**src/rtl/axi_rab_pkg.sv**
```systemverilog
// Shared RAB definitions: AXI response codes and the B-channel owner select.
package axi_rab_pkg;

    localparam logic [1:0] RESP_OKAY   = 2'b00;
    localparam logic [1:0] RESP_EXOKAY = 2'b01;
    localparam logic [1:0] RESP_SLVERR = 2'b10;
    localparam logic [1:0] RESP_DECERR = 2'b11;

    typedef enum logic {
        OWN_FWD = 1'b0,
        OWN_INJ = 1'b1
    } owner_e;

endpackage

```
**src/rtl/axi4_bch_drop_fifo.sv**
```systemverilog
// Circular buffer of dropped-transaction IDs; pointers carry an extra MSB so full/empty need no flag.
module axi4_bch_drop_fifo #(
    parameter int DEPTH = 4,
    parameter int ID_W  = 10
) (
    input  logic                     clk,
    input  logic                     rst,
    input  logic                     i_push,
    input  logic [ID_W-1:0]          i_din,
    input  logic                     i_pop,
    output logic [ID_W-1:0]          o_head,
    output logic [$clog2(DEPTH):0]   o_count,
    output logic                     o_full,
    output logic                     o_empty
);
    localparam int AW = $clog2(DEPTH);

    logic [AW:0]     r_wptr;
    logic [AW:0]     r_rptr;
    logic [ID_W-1:0] r_mem [DEPTH];
    logic            w_push;
    logic            w_pop;

    // Full is judged on the pre-pop state, so a push at full is refused even if a pop coincides.
    assign w_push  = i_push && !o_full;
    assign w_pop   = i_pop && !o_empty;
    assign o_count = r_wptr - r_rptr;
    assign o_full  = (o_count == (AW+1)'(DEPTH));
    assign o_empty = (r_wptr == r_rptr);
    assign o_head  = r_mem[r_rptr[AW-1:0]];

    always_ff @(posedge clk or posedge rst) begin
        if (rst) begin
            r_wptr <= '0;
            r_rptr <= '0;
        end else begin
            if (w_push) r_wptr <= r_wptr + (AW+1)'(1);
            if (w_pop)  r_rptr <= r_rptr + (AW+1)'(1);
        end
    end

    always_ff @(posedge clk) begin
        if (w_push) r_mem[r_wptr[AW-1:0]] <= i_din;
    end

endmodule

```
**src/rtl/axi4_bch_drop_injector.sv**
```systemverilog
// B-channel injector: answers dropped writes with error responses once their WLAST has been
// seen, and merges those with genuine master-side B responses under a lock-until-handshake arbiter.
module axi4_bch_drop_injector
    import axi_rab_pkg::*;
#(
    parameter int         C_AXI_ID_WIDTH   = 10,
    parameter int         C_AXI_USER_WIDTH = 4,
    parameter int         C_DROP_DEPTH     = 4,
    parameter logic [1:0] C_DROP_RESP      = RESP_SLVERR,
    parameter int         C_FAIR           = 1
) (
    input  logic                            axi4_aclk,
    input  logic                            axi4_arst,
    input  logic                            trans_drop,
    input  logic [C_AXI_ID_WIDTH-1:0]       trans_id,
    output logic                            trans_ready,
    input  logic                            w_drop,
    input  logic                            s_axi4_wvalid,
    input  logic                            s_axi4_wready,
    input  logic                            s_axi4_wlast,
    output logic [C_AXI_ID_WIDTH-1:0]       s_axi4_bid,
    output logic [1:0]                      s_axi4_bresp,
    output logic [C_AXI_USER_WIDTH-1:0]     s_axi4_buser,
    output logic                            s_axi4_bvalid,
    input  logic                            s_axi4_bready,
    input  logic [C_AXI_ID_WIDTH-1:0]       m_axi4_bid,
    input  logic [1:0]                      m_axi4_bresp,
    input  logic [C_AXI_USER_WIDTH-1:0]     m_axi4_buser,
    input  logic                            m_axi4_bvalid,
    output logic                            m_axi4_bready,
    output logic [$clog2(C_DROP_DEPTH):0]   drop_pending,
    output logic                            drop_overflow
);
    localparam int CW = $clog2(C_DROP_DEPTH) + 1;

    logic [C_AXI_ID_WIDTH-1:0] w_head;
    logic [CW-1:0]             w_count;
    logic                      w_full;
    logic                      w_empty;
    logic                      w_inj_req;
    logic                      w_inj_hs;
    logic                      w_wlast_hs;
    owner_e                    w_owner;
    logic [CW-1:0]             r_wl_cnt;
    logic                      r_overflow;
    logic                      r_locked;
    owner_e                    r_lock_owner;
    owner_e                    r_last;

    axi4_bch_drop_fifo #(
        .DEPTH (C_DROP_DEPTH),
        .ID_W  (C_AXI_ID_WIDTH)
    ) u_fifo (
        .clk     (axi4_aclk),
        .rst     (axi4_arst),
        .i_push  (trans_drop),
        .i_din   (trans_id),
        .i_pop   (w_inj_hs),
        .o_head  (w_head),
        .o_count (w_count),
        .o_full  (w_full),
        .o_empty (w_empty)
    );

    assign trans_ready   = !w_full;
    assign drop_pending  = w_count;
    assign drop_overflow = r_overflow;
    assign w_wlast_hs    = s_axi4_wvalid && s_axi4_wready && s_axi4_wlast && w_drop;
    assign w_inj_req     = !w_empty && (r_wl_cnt != '0);
    assign w_inj_hs      = (w_owner == OWN_INJ) && s_axi4_bready;

    // A locked owner keeps the output stable; otherwise arbitrate between the two requesters.
    always_comb begin
        w_owner = OWN_FWD;
        if (r_locked) begin
            w_owner = r_lock_owner;
        end else if (w_inj_req && m_axi4_bvalid) begin
            w_owner = (C_FAIR != 0 && r_last == OWN_FWD) ? OWN_INJ : OWN_FWD;
        end else if (w_inj_req) begin
            w_owner = OWN_INJ;
        end
    end

    always_comb begin
        s_axi4_bid    = m_axi4_bid;
        s_axi4_bresp  = m_axi4_bresp;
        s_axi4_buser  = m_axi4_buser;
        s_axi4_bvalid = m_axi4_bvalid;
        m_axi4_bready = s_axi4_bready;
        if (w_owner == OWN_INJ) begin
            s_axi4_bid    = w_head;
            s_axi4_bresp  = C_DROP_RESP;
            s_axi4_buser  = '0;
            s_axi4_bvalid = 1'b1;
            m_axi4_bready = 1'b0;
        end
    end

    always_ff @(posedge axi4_aclk or posedge axi4_arst) begin
        if (axi4_arst) begin
            r_wl_cnt     <= '0;
            r_overflow   <= 1'b0;
            r_locked     <= 1'b0;
            r_lock_owner <= OWN_FWD;
            r_last       <= OWN_INJ;
        end else begin
            if (trans_drop && w_full) r_overflow <= 1'b1;
            // WLAST count saturates at the queue depth; a coincident WLAST and injection cancel.
            if (w_wlast_hs && !w_inj_hs && r_wl_cnt != CW'(C_DROP_DEPTH))
                r_wl_cnt <= r_wl_cnt + CW'(1);
            else if (!w_wlast_hs && w_inj_hs)
                r_wl_cnt <= r_wl_cnt - CW'(1);
            r_locked     <= s_axi4_bvalid && !s_axi4_bready;
            r_lock_owner <= w_owner;
            if (s_axi4_bvalid && s_axi4_bready) r_last <= w_owner;
        end
    end

endmodule

```
**config.mk**
```make
export PLATFORM = sky130hd
export DESIGN_NAME = axi4_bch_drop_injector
export DESIGN_NICKNAME = d
export VERILOG_FILES = /design/src/rtl/axi_rab_pkg.sv /design/src/rtl/axi4_bch_drop_fifo.sv /design/src/rtl/axi4_bch_drop_injector.sv
export SDC_FILE = /design/constraint.sdc
export NUM_CORES = 1
export LEC_CHECK = 0
export ABC_CLOCK_PERIOD_IN_PS = 3400
export CAP_MARGIN = 20
export CORE_MARGIN = 4
export CORE_UTILIZATION = 23
export DETAILED_ROUTE_END_ITERATION = 7
export GPL_ROUTABILITY_DRIVEN = 0
export GPL_TIMING_DRIVEN = 0
export HOLD_SLACK_MARGIN = 0.15
export PLACE_DENSITY = 0.43
export SLEW_MARGIN = 10
export SYNTH_ARGS = -nofsm -noshare
export SYNTH_HDL_FRONTEND = slang
export SYNTH_HIERARCHICAL = 1
export SYNTH_SLANG_ARGS = --single-unit
```
**constraint.sdc**
```tcl
create_clock -name axi4_aclk -period 3.4 [get_ports axi4_aclk]
set_clock_uncertainty 0.05 [all_clocks]
set_input_delay 0.34 -clock axi4_aclk [delete_from_list [all_inputs] [get_ports axi4_aclk]]
set_output_delay 0.34 -clock axi4_aclk [all_outputs]
set_load 0.02 [all_outputs]
```
==> results of run 1 <==
worst max-delay path by stage:
stage / end / slack (ps) / cells after the start
4_1_cts: s_axi4_bvalid / 110 / 10
3_5_place_dp: s_axi4_bid[5] / -250 / 10
3_3_place_gp: s_axi4_bid[5] / -260 / 10
5_1_grt: s_axi4_bresp[1] / 50 / 10
2_1_floorplan: s_axi4_bid[5] / 760 / 9
6_report: s_axi4_bresp[1] / 220 / 10
flip-flops by register name, summed over array words and instances (netlist names):
signal         cells
r_lock_owner       1
r_locked           1
r_last             1
u_fifo/r_wptr      3
u_fifo/r_mem      40
r_wl_cnt           3
drop_overflow      1
u_fifo/r_rptr      3
cell usage in the layout (no fill, tap or decap), types with 3 or more instances in the layout:
cell,instances
sky130_fd_sc_hd__clkbuf_8,5
sky130_fd_sc_hd__mux2_2,12
sky130_fd_sc_hd__nand2_1,7
sky130_fd_sc_hd__clkdlybuf4s50_1,46
sky130_fd_sc_hd__edfxtp_1,40
sky130_fd_sc_hd__nand3_1,3
sky130_fd_sc_hd__dfrtp_1,11
sky130_fd_sc_hd__mux4_2,10
sky130_fd_sc_hd__ha_1,7
sky130_fd_sc_hd__inv_1,14
sky130_fd_sc_hd__xor2_1,4
sky130_fd_sc_hd__nor2_1,9
sky130_fd_sc_hd__dlygate4sd2_1,10
sky130_fd_sc_hd__and2_2,5
area by class of cell:
| cell class | count | area, um2 | area share (%) |
|---|---|---|---|
| inverters | 14 | 52.6 | 1.60 |
| plain buffers | 5 | 40.0 | 1.22 |
| repair buffers | 57 | 561 | 17.1 |
| flip-flops and latches | 53 | 1530 | 46.6 |
| clock inverters | 2 | 16.3 | 0.496 |
| multi-input cells | 83 | 843 | 25.7 |
| well taps | 136 | 170 | 5.19 |
| clock buffers | 5 | 68.8 | 2.10 |
report_power, final:
| part | total, uW | internal [uW] | switching, uW |
|---|---|---|---|
| Sequential | 1020 | 914 | 103 |
| Combinational | 1690 | 821 | 873 |
| Clock | 336 | 142 | 194 |
cells by family after synthesis:
group	count (synthesis)	synth area share (%)
compound gates	10	3.53
mux	23	15.1
fa+ha+maj	9	5.21
xor+xnor	7	3.12
flops	53	62.4
buf+inv	19	3.37
simple gates	34	7.26
routing by layer:
layer  GRT usage [%]  wire, um
met5               0         0
met4            2.43        39
met3            2.40       230
met2            14.2      2460
met1            10.0      2290
through the flow:
step                      total power [uW]  area [um2]  setup TNS, ps  setup WS (ps)  util (%)
after detailed placement              2820        3190          -2260           -251      30.8
final                                 3050        3280              0            219      31.6
after global routing                  3270        3280              0           51.9      31.6
after floorplan                       2140        2450              0            763         -
after global placement                2810        3190          -2350           -257      30.8
after CTS                             3120        3270              0            110      31.6
worst max-delay path, stage by stage (launching register included):
cell                              delay [ps]
sky130_fd_sc_hd__dfrtp_2                 430
sky130_fd_sc_hd__buf_6                   180
sky130_fd_sc_hd__inv_1                    90
sky130_fd_sc_hd__ha_1                    270
sky130_fd_sc_hd__nand2_1                  90
sky130_fd_sc_hd__nor2_1                  180
sky130_fd_sc_hd__a211oi_2                 60
sky130_fd_sc_hd__a22o_1                  220
sky130_fd_sc_hd__buf_4                   180
sky130_fd_sc_hd__or2_2                   270
sky130_fd_sc_hd__clkdlybuf4s50_1         530
==> impl_summary.log, run 1 <==
[metrics] run status: completed
[metrics] via count: 1,418
[metrics] routed via count divided by cell count: 3.99
[metrics] clk_lat worst skew: 300 ps
[metrics] required time at the endpoint of the critical path: 3010 ps
[metrics] clk sinks: 53
[metrics] CTS max path bufs: 2
[metrics] Final Hold Vio Count: 0
[metrics] hold buffer count at cts: 0
[metrics] Avg Inst Size Synth: 15.8 um2
[metrics] Layout fillers: 1,049
[metrics] sequential cell area fraction in the yosys report: 62.4%
[metrics] count of port buffers added during placement: 57
[metrics] worst reg-to-reg path cell count: 11
[metrics] EDFF count, synth: 40
[metrics] initial standard-cell utilization of the core: 23.6%
[metrics] CP Data Arrival Time: 2790 ps
[metrics] total of endpoints with negative setup slack in the final report: 0
[metrics] total of cells resized after clock tree synthesis: 15
[metrics] Distinct cells, synth: 36
[metrics] Critical Path Sink Type: output pin
[metrics] # DRC: 0
[metrics] violation count after the first detailed-route iteration: 46
[metrics] Reg2Reg Setup Slack: 830 ps
[metrics] most used standard cells in the synthesized netlist: 40 x sky130_fd_sc_hd__edfxtp_1, 14 x sky130_fd_sc_hd__inv_1, 12 x sky130_fd_sc_hd__dfrtp_1, 12 x sky130_fd_sc_hd__mux2_2, 10 x sky130_fd_sc_hd__mux4_2
[metrics] Slew Limit Fails: 0
[metrics] total core area: 10,400 um2
[metrics] largest net degree at the start of global routing: 17
[metrics] Die Area: 12,400 um2
[metrics] global routing usage summed across all routing layers: 8.26%
[metrics] # IOs: 58
[metrics] final worst hold slack: 242 ps
[metrics] worst setup path category: flop to output pin
[metrics] drt pass-1 iters: 4
[metrics] final antenna diode count: 0
[metrics] startpoint of the most critical register-to-register path: u_fifo/r_rptr[1]
[metrics] initial antenna violation count: 0
[metrics] worst relative slew slack: 75.2%
[metrics] crit-path max FO: 10
[metrics] Min Clock Period, post-route: 3180 ps
[metrics] cell chosen for the clock root: sky130_fd_sc_hd__clkbuf_8
[metrics] area of the mapped netlist: 2450 um2
[metrics] non-filler cells, final: 355
[metrics] fraction of registers with async set/reset: 24.5%
[metrics] maximum clock frequency: 314 MHz
[metrics] number of register bits inferred by synthesis: 53
[metrics] fraction of final layout cells with drive strength greater than 1: 21.0%
[metrics] area grow syn2layout: 34.0%
[metrics] Worst Max-Slew Pin Slew: 369 ps
[metrics] # nets final: 263
[metrics] H-tree depth: 2
[metrics] path class of the lowest-slack min-delay path: input pin to asynchronous set/reset pin
[metrics] final critical-path share of the clock period: 93.6%
[metrics] remaining global-route overflow: 0
[metrics] Clock transition at path regs: 100 ps
[metrics] total power per unit cell area: 929 nW/um2
[metrics] Inserted Clock Buffers: 5
[metrics] width of the chip: 111 um
[metrics] post-route antenna net violation count: 0
[metrics] warning count from the yosys run: 6
[metrics] RSZ-0062 raised after global routing: no
[metrics] Yosys top cell area share: 49.1%
[metrics] post-detailed-placement half-perimeter wirelength: 3690 um
[metrics] leakage power of the design: 0.00122 uW
[metrics] synthesized netlist cell count: 155
[metrics] via count of the first global-routing pass: 1,558
[metrics] Avg WL per Cell: 14.1 um
[metrics] main area contributors after synthesis: sky130_fd_sc_hd__edfxtp_1 49%, sky130_fd_sc_hd__dfrtp_1 12%, sky130_fd_sc_hd__mux4_2 9.2%
[metrics] instance count after placement with tap cells included: 348
[metrics] Synth Flop Type: sky130_fd_sc_hd__edfxtp_1
[metrics] first-pass GRT wire length: 7980 um
[metrics] startpoint class of the critical path: flop
[metrics] most common cell in the synthesized netlist: sky130_fd_sc_hd__edfxtp_1
[metrics] site row count: 37
[metrics] Worst setup startpoint: u_fifo/r_rptr[1]
[metrics] final WL: 5020 um
[metrics] post-CTS setup buffer count: 0
[metrics] net count after synthesis: 199
[metrics] Die Ht: 111 um
[metrics] clock tree from TritonCTS: yes
[metrics] worst vdd ir: 0.360 mV
[metrics] Max Cap Violations: 0
[metrics] endpoint of the worst register-to-register path: u_fifo/r_rptr[2]
[metrics] cell type with the highest aggregate area in the netlist: sky130_fd_sc_hd__edfxtp_1
(Power assumes the default switching activity.)
==> run 2, diff against run 1 <==
--- a/config.mk
+++ b/config.mk
@@ -5,10 +5,12 @@
 export SDC_FILE = /design/constraint.sdc
 export NUM_CORES = 1
 export LEC_CHECK = 0
+export ABC_AREA = 1
 export ABC_CLOCK_PERIOD_IN_PS = 3400
 export CAP_MARGIN = 20
 export CORE_MARGIN = 4
 export CORE_UTILIZATION = 23
+export CTS_CLUSTER_SIZE = 20
 export DETAILED_ROUTE_END_ITERATION = 7
 export GPL_ROUTABILITY_DRIVEN = 0
 export GPL_TIMING_DRIVEN = 0
==> impl_summary.log, run 2 <==
[metrics] startpoint class of the critical path: flop
[metrics] required time at the endpoint of the critical path: 3010 ps
[metrics] H-tree depth: 2
[metrics] Avg WL per Cell: 13.3 um
[metrics] Synth Flop Type: sky130_fd_sc_hd__edfxtp_1
[metrics] Setup TNS: 0 ps
[metrics] Die Area: 12,900 um2
[metrics] non-filler cells, final: 463
[metrics] most common cell in the synthesized netlist: sky130_fd_sc_hd__nand2_1
[metrics] clock tree from TritonCTS: yes
[metrics] worst setup path category: flop to output pin
[metrics] count of port buffers added during placement: 57
[metrics] worst vdd ir: 0.420 mV
[metrics] startpoint of the most critical register-to-register path: u_fifo/r_rptr[1]
[metrics] leakage power of the design: 0.00145 uW
[metrics] RSZ-0062 raised after global routing: no
[metrics] endpoint of the worst register-to-register path: u_fifo/r_mem[0][6]
[metrics] maximum clock frequency: 322 MHz
[metrics] via count of the first global-routing pass: 1,912
[metrics] # nets final: 366
[metrics] Clock transition at path regs: 90 ps
[metrics] total power per unit cell area: 987 nW/um2
[metrics] cell chosen for the clock root: sky130_fd_sc_hd__clkbuf_8
[metrics] hold buffer count at cts: 0
[metrics] # DRC: 0
[metrics] Slew Limit Fails: 0
[metrics] CP Data Arrival Time: 2710 ps
[metrics] violation count after the first detailed-route iteration: 83
[metrics] Layout fillers: 1,120
[metrics] sequential cell area fraction in the yosys report: 59.5%
[metrics] FF/Latch Area: 1530 um2
[metrics] total core area: 10,900 um2
[metrics] max reg flops: 40
[metrics] clk_lat worst skew: 290 ps
[metrics] number of register bits inferred by synthesis: 53
[metrics] final WL: 6140 um
[metrics] post-detailed-placement half-perimeter wirelength: 4350 um
[metrics] area occupied by multi-input gates: 861 um2
[metrics] width of the chip: 114 um
[metrics] via count: 1,867
[metrics] first-pass GRT wire length: 9940 um
[metrics] largest net degree at the start of global routing: 18
[metrics] path class of the lowest-slack min-delay path: input pin to asynchronous set/reset pin
[metrics] post-route antenna net violation count: 0
[metrics] crit-path max FO: 10
[metrics] final critical-path share of the clock period: 91.2%
[metrics] initial standard-cell utilization of the core: 23.6%
[metrics] worst relative slew slack: 26.3%
[metrics] Die Ht: 114 um
[metrics] EDFF count, synth: 40
[metrics] main area contributors after synthesis: sky130_fd_sc_hd__edfxtp_1 47%, sky130_fd_sc_hd__dfrtp_1 12%, sky130_fd_sc_hd__nand2_1 8.6%
[metrics] instance count after placement with tap cells included: 454
[metrics] site row count: 38
[metrics] routed via count divided by cell count: 4.03
[metrics] final antenna diode count: 0
[metrics] worst reg-to-reg path cell count: 7
[metrics] Avg Inst Size Synth: 9.99 um2
[metrics] Final Hold Vio Count: 0
[metrics] cell type with the highest aggregate area in the netlist: sky130_fd_sc_hd__edfxtp_1
[metrics] Total Power: 3400 uW
[metrics] global routing usage summed across all routing layers: 9.86%
[metrics] warning count from the yosys run: 6
[metrics] Inserted Clock Buffers: 5
[metrics] fraction of final layout cells with drive strength greater than 1: 9.60%
[metrics] initial antenna violation count: 0
[metrics] Yosys top cell area share: 46.8%
[metrics] most used cells in the layout excluding fill and tap cells: 59 x sky130_fd_sc_hd__nand2_1, 57 x sky130_fd_sc_hd__clkdlybuf4s50_1, 40 x sky130_fd_sc_hd__edfxtp_1
[metrics] total of endpoints with negative setup slack in the final report: 0
[metrics] Distinct cells, synth: 27
[metrics] synthesized netlist cell count: 257
[metrics] fraction of registers with async set/reset: 24.5%
[metrics] Critical Path Sink Type: output pin
[metrics] CTS max path bufs: 2
[metrics] Min Clock Period, post-route: 3100 ps
[metrics] net count after synthesis: 301
[metrics] most used standard cells in the synthesized netlist: 59 x sky130_fd_sc_hd__nand2_1, 40 x sky130_fd_sc_hd__edfxtp_1, 33 x sky130_fd_sc_hd__inv_1
[metrics] area grow syn2layout: 34.0%
[metrics] drt pass-1 iters: 4
[metrics] Reg2Reg Setup Slack: 550 ps
[metrics] clk sinks: 53
[metrics] run status: completed
[metrics] # IOs: 58
[metrics] area of the mapped netlist: 2570 um2
[metrics] remaining global-route overflow: 0
[metrics] most frequent standard cell in the layout excluding fill and tap cells: sky130_fd_sc_hd__nand2_1
[metrics] Max Cap Violations: 0
[metrics] Worst Max-Slew Pin Slew: 1100 ps
run 2: cell count changes after synthesis, sizes merged, moves of 3 or more:
cell	change
and2	-7
mux2	-12
mux4	-10
o22ai	+9
nor2	+22
inv	+21
xor2	-3
nand2	+62
clkbuf	+4
o21ai	+21
nand3	+10
run 2: how the worst max path moves through the flow:
stage | startpoint | cells after the start | to
floorplan | u_fifo/r_wptr[0] | 8 | u_fifo/r_mem[0][0]
global placement | u_fifo/r_rptr[1] | 14 | s_axi4_bid[4]
detailed placement | u_fifo/r_rptr[1] | 14 | s_axi4_bid[4]
CTS | u_fifo/r_wptr[0] | 13 | s_axi4_bid[4]
global route | u_fifo/r_rptr[1] | 14 | s_axi4_bid[0]
finish | u_fifo/r_wptr[0] | 13 | s_axi4_bid[4]
run 2: stage by stage:
step	hold WS (ps)	instance area (um2)	util (%)	setup slack (ps)
6_report	264	3440	31.6	298
5_1_grt	307	3440	31.6	73.5
4_1_cts	275	3430	31.5	226
3_5_place_dp	400	3310	30.4	127
3_3_place_gp	395	3310	30.4	138
2_1_floorplan	81.0	2570	-	943
run 2: power by group:
| part | switching, uW | internal [uW] | leakage [uW] |
|---|---|---|---|
| Sequential | 92.2 | 902 | 0.000521 |
| Combinational | 1190 | 790 | 0.000866 |
| Clock | 206 | 221 | 0.0000585 |
run 2: cell families after synthesis:
family / Yosys count / synth area share [%]
buf+inv: 43 / 7.01
simple gates: 117 / 20.8
flops: 53 / 59.5
fa+ha+maj: 9 / 4.97
compound gates: 33 / 7.01
xor+xnor: 2 / 0.682
run 2: per-layer routing:
metal	GRT usage, %	wire length [um]
met5	0	0
met4	2.16	31
met3	2.33	286
met2	16.6	2920
met1	12.9	2900
run 2: final cells by class:
cell class | count | area share [%]
buffer | 7 | 1.31
clock buffer | 5 | 2.00
clock inverter | 3 | 1.27
inverter | 35 | 3.93
multi-input combinational | 161 | 25.0
sequential | 53 | 44.4
tap | 140 | 5.09
timing repair buffer | 59 | 17.0
run 2: repair_timing:
item	CTS	global route
gates resized for setup	1	0
endpoints found under the setup margin	17	0
buffers inserted	1	0
run 2: critical path, cell delays in order (launching register included):
cell	delay, ps
sky130_fd_sc_hd__dfrtp_1	410
sky130_fd_sc_hd__inv_1	120
sky130_fd_sc_hd__ha_1	350
sky130_fd_sc_hd__nand3_2	120
sky130_fd_sc_hd__inv_1	50
sky130_fd_sc_hd__nor2_1	100
sky130_fd_sc_hd__nand2_1	50
sky130_fd_sc_hd__inv_1	60
sky130_fd_sc_hd__nand2_2	60
sky130_fd_sc_hd__nand2_4	100
sky130_fd_sc_hd__buf_2	240
sky130_fd_sc_hd__nand2_1	90
sky130_fd_sc_hd__nand2_1	70
sky130_fd_sc_hd__clkdlybuf4s50_1	600
